--- config.mk ---
export PLATFORM = sky130hd
export DESIGN_NAME = instruction_fetch_unit
export DESIGN_NICKNAME = d
export VERILOG_FILES = /design/src/rtl/instruction_fetch_unit.sv
export SDC_FILE = /design/constraint.sdc
export NUM_CORES = 1
export LEC_CHECK = 0
export CAP_MARGIN = 15
export CORE_MARGIN = 2
export CORE_UTILIZATION = 47
export CTS_CLUSTER_SIZE = 14
export DETAILED_ROUTE_END_ITERATION = 7
export PLACE_DENSITY = 0.8
export SLEW_MARGIN = 20
export SYNTH_ARGS = -nofsm -noshare
export SYNTH_HDL_FRONTEND = slang
export SYNTH_SLANG_ARGS = --single-unit
--- constraint.sdc ---
create_clock -name clk -period 4.3 [get_ports clk]
set_clock_uncertainty 0.05 [all_clocks]
set_input_delay 0.86 -clock clk [delete_from_list [all_inputs] [get_ports clk]]
set_output_delay 0.86 -clock clk [all_outputs]
set_load 0.1 [all_outputs]
--- src/rtl/instruction_fetch_unit.sv ---
// Instruction fetch unit: owns the fetch PC, drives the instruction memory
// read port and pairs each returned word with its PC for the decode stage.
// Supports decode back-pressure (stall) and branch redirects. A redirect to a
// misaligned or out-of-range target parks the unit in a sticky fault state
// that only reset clears.
module instruction_fetch_unit #(
    parameter logic [31:0] RESET_PC  = 32'd0,
    parameter int unsigned MEM_BYTES = 256
) (
    input  logic        clk,
    input  logic        reset_n,
    input  logic        stall,
    input  logic        branch_taken,
    input  logic [31:0] branch_target,
    output logic [31:0] read_address,
    input  logic [31:0] instruction_in,
    output logic [31:0] pc_out,
    output logic [31:0] instruction_out,
    output logic        instr_valid,
    output logic        misaligned_fault
);

    localparam logic [31:0] MEM_LIMIT = 32'(MEM_BYTES);

    typedef enum logic [1:0] {
        FILL  = 2'd0,
        RUN   = 2'd1,
        FAULT = 2'd2
    } fetch_state_t;

    fetch_state_t state_q, state_d;
    logic [31:0]  fetch_pc_q, fetch_pc_d;
    logic [31:0]  inflight_pc_q, inflight_pc_d;
    logic         inflight_v_q, inflight_v_d;
    logic [31:0]  pc_out_q, pc_out_d;
    logic [31:0]  instruction_out_q, instruction_out_d;
    logic         instr_valid_q, instr_valid_d;
    logic         misaligned_fault_q, misaligned_fault_d;
    logic         bad_target;

    // Next sequential word address, wrapping at the end of instruction memory.
    // Inputs are always below MEM_LIMIT, so a single subtract implements the modulo.
    function automatic logic [31:0] next_word(input logic [31:0] addr);
        logic [31:0] sum;
        sum = addr + 32'd4;
        if (sum >= MEM_LIMIT) begin
            sum = sum - MEM_LIMIT;
        end
        return sum;
    endfunction

    assign bad_target = (branch_target[1:0] != 2'b00) || (branch_target >= MEM_LIMIT);

    // Memory address select: a stall re-reads the in-flight word so the returned
    // data stays paired with inflight_pc; a redirect fetches the target at once.
    always_comb begin
        read_address = fetch_pc_q;
        if (!reset_n) begin
            read_address = RESET_PC;
        end else if (state_q == FAULT) begin
            read_address = fetch_pc_q;
        end else if (branch_taken) begin
            read_address = branch_target;
        end else if (stall) begin
            read_address = inflight_pc_q;
        end else begin
            read_address = fetch_pc_q;
        end
    end

    // Next-state logic for the fetch pipeline: branch beats stall, stall holds
    // everything, a normal edge shifts the in-flight word out to decode.
    always_comb begin
        state_d            = state_q;
        fetch_pc_d         = fetch_pc_q;
        inflight_pc_d      = inflight_pc_q;
        inflight_v_d       = inflight_v_q;
        pc_out_d           = pc_out_q;
        instruction_out_d  = instruction_out_q;
        instr_valid_d      = instr_valid_q;
        misaligned_fault_d = misaligned_fault_q;

        if (state_q != FAULT) begin
            if (branch_taken) begin
                if (bad_target) begin
                    misaligned_fault_d = 1'b1;
                    instr_valid_d      = 1'b0;
                    inflight_v_d       = 1'b0;
                    state_d            = FAULT;
                end else begin
                    inflight_pc_d = branch_target;
                    inflight_v_d  = 1'b1;
                    fetch_pc_d    = next_word(branch_target);
                    instr_valid_d = 1'b0;
                    state_d       = RUN;
                end
            end else if (!stall) begin
                instruction_out_d = instruction_in;
                pc_out_d          = inflight_pc_q;
                instr_valid_d     = inflight_v_q;
                inflight_pc_d     = fetch_pc_q;
                inflight_v_d      = 1'b1;
                fetch_pc_d        = next_word(fetch_pc_q);
                state_d           = RUN;
            end
        end
    end

    // State and output registers; reset clears the outputs immediately.
    always_ff @(posedge clk or negedge reset_n) begin
        if (!reset_n) begin
            state_q            <= FILL;
            fetch_pc_q         <= RESET_PC;
            inflight_pc_q      <= RESET_PC;
            inflight_v_q       <= 1'b0;
            pc_out_q           <= 32'd0;
            instruction_out_q  <= 32'd0;
            instr_valid_q      <= 1'b0;
            misaligned_fault_q <= 1'b0;
        end else begin
            state_q            <= state_d;
            fetch_pc_q         <= fetch_pc_d;
            inflight_pc_q      <= inflight_pc_d;
            inflight_v_q       <= inflight_v_d;
            pc_out_q           <= pc_out_d;
            instruction_out_q  <= instruction_out_d;
            instr_valid_q      <= instr_valid_d;
            misaligned_fault_q <= misaligned_fault_d;
        end
    end

    assign pc_out           = pc_out_q;
    assign instruction_out  = instruction_out_q;
    assign instr_valid      = instr_valid_q;
    assign misaligned_fault = misaligned_fault_q;

endmodule

# Yosys cells after proc, flatten, opt, wreduce, memory -nomap -nowiden
# Cells that the tools add are included.
[word_totals] ff_bits=133 in_bits=68 out_inout_bits=98 elab_cells=47
[classes] addsub=4 order_cmp=3 n_eq_ne=4 n_mux=19 bitwise_logic=2 n_reduce_logical=7
[ops] cell="32-bit 2-to-1 mux" count=11
[ops] cell="32-bit by 9-bit >= comparator with 1-bit output, second input constant" count=3
[ops] cell="32-bit by 3-bit adder with 32-bit output, second input constant" count=2
[ops] cell="32-bit by 9-bit subtractor with 32-bit output, second input constant" count=2
[ops] cell="3-bit AND reduction" count=3
[ops] cell="2-bit 2-to-1 mux" count=3
[ops] cell="1-bit 2-to-1 mux" count=5
[ops] cell="2-bit inequality test, second input constant" count=2
[ops] cell="2-bit AND reduction" count=2
[ops] cell="2-bit == test, second input constant" count=1
[ops] cell="2-bit by 1-bit inequality test with 1-bit output, second input constant" count=1
[ops] cell="1-bit inverter" count=2
[ops] cell="2-bit nonzero test" count=1
[ops] cell="1-bit logical OR" count=1

# Logic depth before layout (Yosys ltp)
# Gate-level depths: netlist (run 1).
[logic_depth] depth_word=5 mapped_depth=14

# Worst setup path after synthesis (run 1)
# No wires, ideal clock.
[synth_timing] path_kind="input -> output" from="in branch_taken" to="out read_address[9]" arrival_ns=3.114 required_time_ns=3.390 setup_slack_ns=0.276 cell_stages=5 n_path_buf=2 cell_sequence="clkbuf_1 -> o21a_1 -> clkbuf_1 -> o21ai_0 -> a21oi_1"
[synth_via] elab_chain_len=3
[synth_lines] element="from (decl)" line_no="13" text="input logic branch_taken,"
[synth_lines] element="32-bit 2-to-1 mux" line_no="62" text="end else if (branch_taken) begin"
[synth_lines] element="32-bit 2-to-1 mux" line_no="60" text="end else if (state_q == FAULT) begin"
[synth_lines] element="32-bit 2-to-1 mux" line_no="58" text="if (!reset_n) begin"
[synth_lines] element="to (decl)" line_no="15" text="output logic [31:0] read_address,"
# No other way between the ends.

# Worst setup path after layout (run 1)
[layout_timing] from="reg fetch_pc_q[3]" to="reg fetch_pc_q[29]"
[layout_via] elab_chain_len=5 elab_cells_between_ends=6 cone_classes="add/sub (2); order compare (1); mux (3)"
[layout_lines] element="from (decl)" line_no="32" text="logic [31:0] fetch_pc_q, fetch_pc_d;"
[layout_lines] element="from (signal assigned)" line_no="122" text="fetch_pc_q <= fetch_pc_d;"
[layout_lines] element="32-bit by 3-bit adder with 32-bit output (*)" line_no="45" text="sum = addr + 32'd4;"
[layout_lines] element="32-bit by 9-bit subtractor with 32-bit output or 32-bit by 9-bit >= comparator with 1-bit output (tied branches)" line_no="47, 46"
[layout_lines] element="32-bit 2-to-1 mux (*)" line_no="46" text="if (sum >= MEM_LIMIT) begin"
[layout_lines] element="32-bit 2-to-1 mux (*)" line_no="97" text="end else if (!stall) begin"
[layout_lines] element="32-bit 2-to-1 mux (*)" line_no="84" text="if (branch_taken) begin"
# Mark *: on every way between the ends. The rest lies on a longest branch, timed or not. The select of a mux whose other input is x is not followed.
# A chain may end at the register's enable or synchronous reset.

==> qor.json, run 1 <==
{
  "power.share.combinational": 0.594,
  "status": "finished, final reports clean",
  "crit_path_class": "register to register",
  "met2WireLength_microns": 14290,
  "first_global_vias": 8668,
  "cts_setup_buffers": 0,
  "area_taken_by_multi_input_logic_gates_sq_um": 5046,
  "total_of_endpoints_with_negative_setup_slack_in_the_final_report": 0,
  "routed_wl_microns": 29950,
  "crit_buf_inv": 1,
  "postSynthNetCount": 1175,
  "worstPathArrival_ps": 4250,
  "design_area_sq_um": 11790,
  "post_drt_wl_per_cell_microns": 19.86,
  "detail-route-antenna-nets": 0,
  "synth-edff-count": 0,
  "antenna_found_initial": 0,
  "achievable-frequency_ghz": 0.2496,
  "layout_cell_share_with_drive_strength_beyond_1": 0.1345,
  "end_kind": "register",
  "netSwitchingPower_mw": 5.339,
  "final.fill_count": 1462,
  "power_leakage_nw": 4.994,
  "postPlaceCellArea_sq_um": 11210,
  "vias_per_cell": 6.135,
  "track_usage": 0.3023,
  "top_layer": "met4",
  "finalSetupTns_ps": 0,
  "gp_routability_congestion": 0.9037,
  "remaining_drcs": 0,
  "die_h_microns": 140.3,
  "cts_tree": "yes",
  "routed-via-count": 9251,
  "floorplan.initialDensity": 0.4829,
  "number_of_slew_limit_violations_in_the_final_report": 0,
  "clk_transition_reported_paths_ps": 70,
  "swShare": 0.5650,
  "timing.final.crit_period_ps": 4007,
  "layout_common_cells": "nand2_1 (282), dfrtp_1 (132), clkdlybuf4s50_1 (131)",
  "power-per-cell-area_nw_per_um2": 801.2,
  "yosys_warnings": 0,
  "clkLatencyLatePin_ps": 440,
  "top_level_ports": 166,
  "cts.repair.resized": 0,
  "sequential_cell_area_sq_um": 3303,
  "crit_path_max_incr_delay_ps": 590,
  "cts_buffers": 17,
  "post_synth_num_cell_types": 82,
  "rsz0062_at_grt": "no",
  "clock_tree.buffer_depth": 2,
  "crit_path_cell_trace": "ha_1 > nand3_1 > nor2_1 > xnor2_1 > inv_1 > ha_1 > nor4b_1 > o2111a_1 > nor2_1 > a31oi_1 > nor4bb_1 > nor3_1 > o21ai_1 > o311ai_1",
  "die-area_sq_um": 19690,
  "timing.max_cap.violations": 0,
  "period_share": 0.9318,
  "die_width_microns": 140.3,
  "ys_seq_area_frac": 0.3782,
  "detail_route.wirelength.met1_microns": 12910,
  "worst_path_dominant_cell_family": "simple AND/OR/NAND/NOR gates",
  "dr_wl_met3_microns": 2140,
  "pin_count_of_the_biggest_net_entering_global_routing": 77,
  "required_ps": 4540,
  "worst-path-max-fanout": 8,
  "floorplan_core_area_sq_um": 18090,
  "clock_sink_count": 132,
  "clock-root-buffer": "clkbuf_16",
  "dominantRegCellSynth": "dfrtp_1",
  "share_seq_of_total_power": 0.254,
  "antenna-diode-count": 0,
  "detail_route.iter0.violations": 1052,
  "internal_power_mw": 4.111,
  "ctsHtreeMaxLevel": 4,
  "area.growth.synth_to_final_pct": 35.02,
  "layout.cells.most_common": "nand2_1",
  "grt_pass1_wl_microns": 47420,
  "clock_power_share": 0.153,
  "placement_row_count": 49,
  "grt_overflow_total": 0,
  "worst_slew_pin_slew_ps": 1028,
  "post_cts_hold_fix_bufs": 0,
  "report.final.hold_viol_count": 0,
  "synth_cells": 1099,
  "synthArstFlopShare": 1.000,
  "port-buffer-count": 165,
  "syn-mean-instance-area_sq_um": 7.948,
  "yosys_register_bits": 132,
  "final_nets": 1342,
  "detailed_place_hpwl_microns": 21700,
  "vdd_ir_drop_max_v": 0.0004401,
  "setup.worst_path.start_class": "register",
  "crit_path_top_delay_cell": "a31oi_1",
  "first_pass_iters": 5,
  "syn_area_sq_um": 8735,
  "holdCritPathClass": "primary input to asynchronous set/reset pin",
  "slew-limit-headroom": 0.3126
}
[synth_stat cells (5+ instances only)]
master / count / share of area
or4_1: 7 / 0.0060
and4_1: 8 / 0.0080
nor2_1: 43 / 0.018
xnor2_1: 28 / 0.028
dfrtp_1: 132 / 0.38
mux2i_1: 10 / 0.011
nand3_1: 25 / 0.014
or2_2: 5 / 0.0036
inv_1: 13 / 0.0056
nand2b_1: 7 / 0.0050
buf_2: 10 / 0.0057
o21ai_0: 86 / 0.049
a22oi_1: 39 / 0.034
and2_1: 5 / 0.0036
nor3_1: 31 / 0.018
nand4_1: 21 / 0.015
xor2_1: 15 / 0.015
ha_1: 8 / 0.011
nor4_1: 17 / 0.012
o211ai_1: 7 / 0.0060
or3_1: 13 / 0.0093
nand2_1: 283 / 0.12
buf_1: 5 / 0.0021
clkbuf_1: 70 / 0.030
a211oi_1: 5 / 0.0043
and3_1: 19 / 0.014
a21oi_1: 54 / 0.031
o22ai_1: 31 / 0.022
a31oi_1: 11 / 0.0079
[worst reg2reg max path, delay by kind of cell (launching register included)]
kind | cells | cell delay [ps]
DFF | 1 | 510
xor gates and xnor gates | 1 | 170
adders and majority gates | 2 | 410
buffers and inverters | 1 | 80
AOI/OAI and AO/OA | 4 | 1120
and+or+nand+nor | 6 | 1540
[power by group through the flow]
stage	registers [mW]	clock network, mW	logic [mW]
CTS	2.38	1.45	5.60
global placement	2.36	0	5.52
detailed placement	2.40	0	5.58
global route	2.48	1.51	5.85
finish	2.40	1.44	5.61
floorplan	4.27	0	1.99
[flip-flops by register name, summed over array words and instances (netlist names)]
register          flops
fetch_pc_q           32
state_q               2
instruction_out      32
misaligned_fault      1
instr_valid           1
pc_out               32
inflight_pc_q        32
[layer usage]
metal / vias up / global-route usage
met1: 4473 / 0.4201
met2: 419 / 0.4876
met3: 57 / 0.04752
met5: - / 0
li1: 4302 / -
met4: 0 / 0.09410
[cells by family after synthesis]
kind of cell | after synthesis | synth area share
AND/OR/NAND/NOR | 516 | 0.2942
AO/OA/AOI/OAI | 289 | 0.2160
flip-flops | 132 | 0.3782
buffers and inverters | 101 | 0.04555
XOR/XNOR | 43 | 0.04312
multiplexers | 10 | 0.01146
adder cells (fa/ha/maj) | 8 | 0.01146
[final cells by class]
type / instances / area share
Sequential cell: 132 / 0.2801
Inverter: 13 / 0.004137
Clock inverter: 15 / 0.01337
Multi-Input combinational cell: 866 / 0.4279
Tap cell: 229 / 0.02429
Clock buffer: 17 / 0.03607
Timing Repair Buffer: 236 / 0.2142
[final timing paths]
kind / depth (start not counted) / slack [ps] / endpoint / start
setup / recovery: 14 / 290 / fetch_pc_q[29] / fetch_pc_q[3]
hold / removal: 1 / 370 / inflight_pc_q[9] / reset_n
setup reg to reg: 14 / 290 / fetch_pc_q[29] / fetch_pc_q[3]
hold reg to reg: 2 / 420 / pc_out[17] / pc_out[17]
max in group asynchronous: 2 / 2580 / fetch_pc_q[25] / reset_n
min in group clk: 2 / 420 / pc_out[17] / pc_out[17]
[through the flow]
step | worst slack [ps] | total power, mW | hold WS [ps] | util | cells
after CTS | 321.1 | 9.423 | 370.7 | 0.6521 | 1508
final | 293.1 | 9.449 | 366.3 | 0.6521 | 1508
after global routing | 23.81 | 9.838 | 394.5 | 0.6521 | 1508
after detailed placement | -59.39 | 7.972 | 411.5 | 0.6199 | 1476
after global placement | -3.750 | 7.884 | 405.8 | 0.6199 | 1476
after floorplan | 276.2 | 6.263 | 394.9 | - | 1099
Note: power is estimated with default switching activity, not from simulation.
==> run 2, diff against run 1 <==
Settings changed: CAP_MARGIN 15 to unset.
==> results of run 2 <==
Same layout as run 1: the final DEF is identical, and so are final timing and power.
==> run 3, diff against run 2 <==
Settings changed: TNS_END_PERCENT set to 20.
==> results of run 3 <==
Same layout as run 1: the final DEF is identical, and so are final timing and power.
